===== src/rtl/lsu_pkg.sv =====
// Shared types for the load/store unit: FSM states, access sizes and RISC-V funct3 codes.
package lsu_pkg;

    typedef enum logic [1:0] {
        LSU_IDLE,
        LSU_BUSY,
        LSU_DONE
    } lsu_state_e;

    // Encoding matches funct3[1:0] so the size falls straight out of the opcode.
    typedef enum logic [1:0] {
        SZ_B = 2'b00,
        SZ_H = 2'b01,
        SZ_W = 2'b10,
        SZ_D = 2'b11
    } lsu_size_e;

    localparam logic [2:0] F3_LB  = 3'b000;
    localparam logic [2:0] F3_LH  = 3'b001;
    localparam logic [2:0] F3_LW  = 3'b010;
    localparam logic [2:0] F3_LD  = 3'b011;
    localparam logic [2:0] F3_LBU = 3'b100;
    localparam logic [2:0] F3_LHU = 3'b101;
    localparam logic [2:0] F3_LWU = 3'b110;

    function automatic lsu_size_e f3_size(input logic [2:0] funct3);
        return lsu_size_e'(funct3[1:0]);
    endfunction

endpackage


===== src/rtl/lsu_align.sv =====
// Combinational lane logic: request legality, store byte enables / replication, load lane select and extension.
module lsu_align
    import lsu_pkg::*;
#(
    parameter int XLEN = 32
) (
    input  logic [2:0]                   st_funct3,
    input  logic                         st_write,
    input  logic [2:0]                   st_addr_lo,
    input  logic [XLEN-1:0]              st_wdata,
    input  logic [2:0]                   ld_funct3,
    input  logic [$clog2(XLEN/8)-1:0]    ld_off,
    input  logic [XLEN-1:0]              ld_rdata,
    output logic [XLEN/8-1:0]            st_be,
    output logic [XLEN-1:0]              st_data,
    output logic [XLEN-1:0]              ld_data,
    output logic                         st_bad
);

    localparam int NB   = XLEN / 8;
    localparam int OFFW = $clog2(NB);

    lsu_size_e        st_size;
    lsu_size_e        ld_size;
    logic [OFFW-1:0]  st_off;
    logic [NB-1:0]    be_base;
    logic             illegal;
    logic             misaligned;
    logic             ld_sext;
    logic [XLEN-1:0]  shifted;

    assign st_size = f3_size(st_funct3);
    assign ld_size = f3_size(ld_funct3);
    assign st_off  = st_addr_lo[OFFW-1:0];
    assign ld_sext = ~ld_funct3[2];

    // Stores have no unsigned forms; doubles and LWU only exist on a 64-bit datapath.
    always_comb begin
        illegal = (st_funct3 == 3'b111) || (st_write && st_funct3[2]) ||
                  ((XLEN == 32) && ((st_funct3[1:0] == 2'b11) || (st_funct3 == F3_LWU)));
        case (st_size)
            SZ_B:    misaligned = 1'b0;
            SZ_H:    misaligned = st_addr_lo[0];
            SZ_W:    misaligned = |st_addr_lo[1:0];
            default: misaligned = |st_addr_lo[2:0];
        endcase
        st_bad = illegal | misaligned;
    end

    always_comb begin
        be_base = '0;
        case (st_size)
            SZ_B:    be_base[0]   = 1'b1;
            SZ_H:    be_base[1:0] = 2'b11;
            SZ_W:    be_base[3:0] = 4'hF;
            default: be_base      = '1;
        endcase
        st_be = be_base << st_off;
    end

    always_comb begin
        case (st_size)
            SZ_B:    st_data = {(XLEN/8){st_wdata[7:0]}};
            SZ_H:    st_data = {(XLEN/16){st_wdata[15:0]}};
            SZ_W:    st_data = {(XLEN/32){st_wdata[31:0]}};
            default: st_data = st_wdata;
        endcase
    end

    assign shifted = ld_rdata >> {ld_off, 3'b000};

    always_comb begin
        case (ld_size)
            SZ_B:    ld_data = ld_sext ? XLEN'($signed(shifted[7:0]))  : XLEN'(shifted[7:0]);
            SZ_H:    ld_data = ld_sext ? XLEN'($signed(shifted[15:0])) : XLEN'(shifted[15:0]);
            SZ_W:    ld_data = ld_sext ? XLEN'($signed(shifted[31:0])) : XLEN'(shifted[31:0]);
            default: ld_data = shifted;
        endcase
    end

endmodule


===== src/rtl/load_store_unit.sv =====
// Single-outstanding load/store unit between the EX/MEM stage and a request/ack memory bus.
// Optional bus-wait timeout is compiled in with `define LSU_TIMEOUT_EN.
//
// state    | meaning
// LSU_IDLE | waiting for a legal, aligned access; accepting one stalls the pipe
// LSU_BUSY | bus request outstanding, request fields held stable
// LSU_DONE | result cycle: load data (or bus error) presented, pipe released
module load_store_unit
    import lsu_pkg::*;
#(
    parameter int XLEN           = 32,
    parameter int TIMEOUT_CYCLES = 16
) (
    input  logic                 clk,
    input  logic                 rstn,
    input  logic                 i_valid,
    input  logic                 i_read,
    input  logic                 i_write,
    input  logic [2:0]           i_funct3,
    input  logic [XLEN-1:0]      i_addr,
    input  logic [XLEN-1:0]      i_wdata,
    output logic                 o_stall,
    output logic [XLEN-1:0]      o_rdata,
    output logic                 o_rdata_valid,
    output logic                 o_fault,
    output logic                 o_bus_error,
    output logic                 o_mem_req,
    output logic                 o_mem_we,
    output logic [XLEN-1:0]      o_mem_addr,
    output logic [XLEN-1:0]      o_mem_wdata,
    output logic [XLEN/8-1:0]    o_mem_be,
    input  logic                 i_mem_ack,
    input  logic [XLEN-1:0]      i_mem_rdata
);

    localparam int NB   = XLEN / 8;
    localparam int OFFW = $clog2(NB);

    lsu_state_e        state_q;
    lsu_state_e        state_d;
    logic [XLEN-1:0]   addr_q;
    logic [XLEN-1:0]   wdata_q;
    logic [XLEN-1:0]   rdata_q;
    logic [NB-1:0]     be_q;
    logic [2:0]        funct3_q;
    logic              we_q;

    logic              access;
    logic              req_bad;
    logic              accept;
    logic              busy;
    logic              done;
    logic              timeout;
    logic [NB-1:0]     st_be;
    logic [XLEN-1:0]   st_data;
    logic [XLEN-1:0]   ld_data;

    lsu_align #(.XLEN(XLEN)) u_align (
        .st_funct3  (i_funct3),
        .st_write   (i_write),
        .st_addr_lo (i_addr[2:0]),
        .st_wdata   (i_wdata),
        .ld_funct3  (funct3_q),
        .ld_off     (addr_q[OFFW-1:0]),
        .ld_rdata   (i_mem_rdata),
        .st_be      (st_be),
        .st_data    (st_data),
        .ld_data    (ld_data),
        .st_bad     (req_bad)
    );

    assign access  = i_valid & (i_read | i_write);
    assign o_fault = access & req_bad;
    assign busy    = (state_q == LSU_BUSY);
    assign done    = (state_q == LSU_DONE);
    assign accept  = (state_q == LSU_IDLE) & access & ~req_bad;

`ifdef LSU_TIMEOUT_EN
    logic [7:0] wait_cnt_q;
    logic       bus_err_q;

    assign timeout = busy & ~i_mem_ack & (wait_cnt_q == 8'(TIMEOUT_CYCLES - 1));

    always_ff @(posedge clk or negedge rstn) begin
        if (!rstn) begin
            wait_cnt_q <= '0;
            bus_err_q  <= 1'b0;
        end else begin
            if (accept)
                wait_cnt_q <= '0;
            else if (busy && !i_mem_ack)
                wait_cnt_q <= wait_cnt_q + 8'd1;
            // timeout is only ever high on the last BUSY cycle, so this lands on DONE alone
            bus_err_q <= timeout;
        end
    end

    assign o_bus_error = bus_err_q;
`else
    assign timeout     = 1'b0;
    assign o_bus_error = 1'b0;
`endif

    always_ff @(posedge clk or negedge rstn) begin
        if (!rstn)
            state_q <= LSU_IDLE;
        else
            state_q <= state_d;
    end

    always_comb begin
        state_d = state_q;
        case (state_q)
            LSU_IDLE: if (accept) state_d = LSU_BUSY;
            LSU_BUSY: if (i_mem_ack || timeout) state_d = LSU_DONE;
            LSU_DONE: state_d = LSU_IDLE;
            default:  state_d = LSU_IDLE;
        endcase
    end

    always_comb begin
        o_stall       = accept | busy;
        o_mem_req     = busy;
        o_mem_we      = busy & we_q;
        o_rdata_valid = done & ~we_q;
    end

    always_ff @(posedge clk or negedge rstn) begin
        if (!rstn) begin
            addr_q   <= '0;
            wdata_q  <= '0;
            be_q     <= '0;
            funct3_q <= '0;
            we_q     <= 1'b0;
            rdata_q  <= '0;
        end else begin
            if (accept) begin
                addr_q   <= i_addr;
                wdata_q  <= st_data;
                be_q     <= st_be;
                funct3_q <= i_funct3;
                we_q     <= i_write;
            end
            if (busy && i_mem_ack && !we_q)
                rdata_q <= ld_data;
            else if (timeout)
                rdata_q <= '0;
        end
    end

    assign o_mem_addr  = {addr_q[XLEN-1:OFFW], {OFFW{1'b0}}};
    assign o_mem_wdata = wdata_q;
    assign o_mem_be    = be_q;
    assign o_rdata     = rdata_q;

endmodule


===== config.mk =====
export PLATFORM = sky130hd
export DESIGN_NAME = load_store_unit
export DESIGN_NICKNAME = d
export VERILOG_FILES = /design/src/rtl/lsu_pkg.sv /design/src/rtl/lsu_align.sv /design/src/rtl/load_store_unit.sv
export SDC_FILE = /design/constraint.sdc
export NUM_CORES = 1
export LEC_CHECK = 0
export ABC_AREA = 1
export ABC_CLOCK_PERIOD_IN_PS = 1680
export BUFFER_PORTS_ARGS = -buffer_cell sky130_fd_sc_hd__buf_2
export CAP_MARGIN = 10
export CORE_UTILIZATION = 31
export CTS_CLUSTER_DIAMETER = 30
export DETAILED_ROUTE_END_ITERATION = 8
export MAX_ROUTING_LAYER = met4
export PLACE_DENSITY_LB_ADDON = 0.05
export SYNTH_ARGS = -nofsm -noshare
export SYNTH_HDL_FRONTEND = slang
export SYNTH_SLANG_ARGS = --single-unit

===== constraint.sdc =====
create_clock -name clk -period 1.68 [get_ports clk]
set_input_delay 0 -clock clk [delete_from_list [all_inputs] [get_ports clk]]
set_output_delay 0 -clock clk [all_outputs]
set_load 0.1 [all_outputs]

==> results.yml <==
synth:
  synthTopCellsByArea: "dfrtp_1, nand2_1, nand3_1"
  syn_area_per_cell_um2: 7.66
  synth_edf_count: 0
  ys_ff_latch: 106
  yosysMostFrequentCell: "nand2_1"
  synthFlopType: "dfrtp_1"
  async_flop_share: 1.00
  synth_top_area_frac: 0.487
  ys_top_cells_by_count: "nand2_1, dfrtp_1, inv_1"
  netlist_area_mm2: 0.00545
  yosysWarningCount: 0
  synth_cell_types: 25
  yosysTopAreaCell: "dfrtp_1"
  seq_area_frac_synth: 0.487
  synth_cells: 711
timing:
  tightestPinTransition_ns: 0.699
  setup_slack_ns: 0.0784
  period_share: 0.953
  finalSetupViolCount: 0
  min_period_ns: 1.60
  worst_clock_skew_ns: 0.00929
  rsz0062_at_grt: "true"
  slew_headroom: 0.533
  hold_viol: 0
  fmax_mhz: 624
  drv_slew: 0
placed_design:
  place_inst: 1085
  preCtsSetupSlack_ns: 0.0760
  port_buffers: 207
  hpwlAfterDp_um: 11100
  place.gp.congestion: 0.887
global_routing:
  antenna_found_initial: 0
  grt_pass1_vias: 4978
  grt_overflow: 0
  grt_usage: 0.186
  grt_start_max_net_pins: 77
  grt_pass1_wl_um: 25300
critical_path:
  r2r_cells: 7
  critPathArrivalTime_ns: 1.60
  critPathTopFamily: "simple AND/OR/NAND/NOR gates"
  start_kind: "flop"
  cp.depth: 6
  cp-end-kind: "primary output"
  slowest_delay_ns: 0.41
  slowest_stage: "dfrtp_1"
  critical_path_buf_inv_count: 2
  crit_type: "flop to primary output"
  critical_path.cell_chain: "or2_1 -> nor2_2 -> nand3_4 -> clkbuf_16 -> nand2_4 -> buf_12"
  crit_fanout: 3
  worst_ep_required_time_ns: 1.68
floorplanning:
  ios: 211
  num_rows: 48
  die_w_um: 135
  start_util: 0.316
  fp.dieH_um: 135
  die_area_mm2: 0.0181
  fp.coreArea_mm2: 0.0172
pwr:
  p_int_mw: 6.31
  swShare: 0.604
  clkPwrFrac: 0.140
  peakVddDrop_mv: 1.06
  pwr-share-seq: 0.245
  leakage_nw: 4.20
  p_per_area_mw_per_mm2: 2070
  pwr-share-comb: 0.615
  switchingPower_mw: 9.64
  p_total_mw: 16.0
flow_run:
  maxCapViolCount: 0
finish:
  final_cells: 1182
  syn_to_final_growth_pct: 41.5
  post-route-util: 0.447
  drive_gt1_frac: 0.280
  diodes: 0
  num-nets-final: 1057
cts:
  cts.clk_slew.worst_paths_ns: 0.07
  cts.sinks: 106
  clock_path_buffers: 2
  clock_latency_ns: 0.36
  cts-root-buf: "clkbuf_16"
  cts_tree: "done"
  cts_buffers: 9
  htreeDepth: 3
outcome:
  status: "complete, no violations"
min_path:
  hp-class: "primary input to flop"
  hold-path-cell-count: 5
detailed_routing:
  drc: 0
  drt-total-wl_um: 15900
  ant_nets: 0
  drt_iter0_drc: 247
  viasPerCell: 4.39
  dr_total_vias: 5193
  avgRoutedWirePerCell_um: 13.5
  dr.pass1.iters: 4
## per-layer routing
layer	global-route usage	up-vias	share of wire	wire length, µm
li1	-	2674	-	-
met1	0.237	2319	0.46	7290
met2	0.289	173	0.46	7330
met3	0.0338	27	0.056	887
met4	0.0805	0	0.025	401
met5	-	-	0	0
## power groups by stage
stage               clock network, mW  logic, mW  registers (mW)
finish                           2.23       9.81            3.91
global route                     2.40       10.3            4.03
CTS                              2.32       9.86            3.92
detailed placement                  0       9.68            3.95
global placement                    0       9.65            3.94
floorplan                           0       3.67            8.56
## registers in the layout, indices dropped and copies added (netlist names)
name         flops
addr_q          32
o_mem_wdata     32
o_rdata         32
o_mem_be         4
funct3_q         3
state_q          2
we_q             1
## worst register-to-register path, stage by stage, from the launching register on
cell	delay [ns]
dfrtp_1	0.41
or2_1	0.25
nor2_2	0.13
nand3_4	0.09
buf_4	0.16
bufbuf_16	0.31
nand2_1	0.07
o21ai_1	0.05
## layout make-up
class | instances | area, µm²
multi-input combinational | 453 | 2060
inverter | 81 | 304
fill | 1754 | 9530
clock inverter | 6 | 73.8
timing repair buffer | 301 | 2090
clock buffer | 10 | 239
tap | 225 | 282
sequential | 106 | 2650
## kinds of logic after synthesis
kind of cell | share of synthesized area
AOI/OAI and AO/OA | 0.108
buffers and inverters | 0.144
and+or+nand+nor | 0.260
other | 0.000688
DFF | 0.487
## path summary, 6_finish.rpt
path                            startpoint             end  slack, ns
hold / removal             i_mem_rdata[14]      o_rdata[6]       0.02
setup reg to reg                state_q[0]  o_mem_wdata[1]       0.11
hold reg to reg                 o_rdata[2]      o_rdata[2]       0.48
setup / recovery                state_q[0]         o_stall       0.08
min in group asynchronous             rstn      addr_q[26]       0.13
max in group asynchronous             rstn     o_rdata[26]       0.98
## per-stage QoR
stage | cell area (µm²) | setup TNS (ns) | hold slack, ns
after CTS | 7690 | 0 | 0.00595
final | 7710 | 0 | 0.0184
after global placement | 6520 | 0 | -0.0314
after global routing | 7710 | -0.0999 | 0.0368
after floorplan | 5470 | 0 | -0.296
after detailed placement | 6520 | 0 | -0.0340
## cells in the final DEF, fill, tap and decap left out, drive strengths merged
cell type    synthesis  final
a21oi               32     32
buf                 61    222
bufbuf               0      2
bufinv               0      1
clkbuf              12     11
clkinv               0      1
clkinvlp             0      2
conb                 1      3
dfrtp              106    106
dlygate4sd3          0     76
inv                 81     83
nand2              198    198
nand3               65     65
nand4                1      1
nor2                43     43
nor3                 1      1
o21ai               86     86
or2                 24     24
## what timing repair did
| item | in CTS | in global routing |
|---|---|---|
| endpoints found under the setup margin | 1 | 52 |
| pin swaps | 2 | 1 |
| setup buffers | 2 | 1 |
| hold buffers | 76 | 0 |
| hold endpoints to repair | 185 | 0 |
| gates cloned | 2 | 0 |
| gates resized for setup | 4 | 5 |
Note: power is estimated with default switching activity, not from simulation.
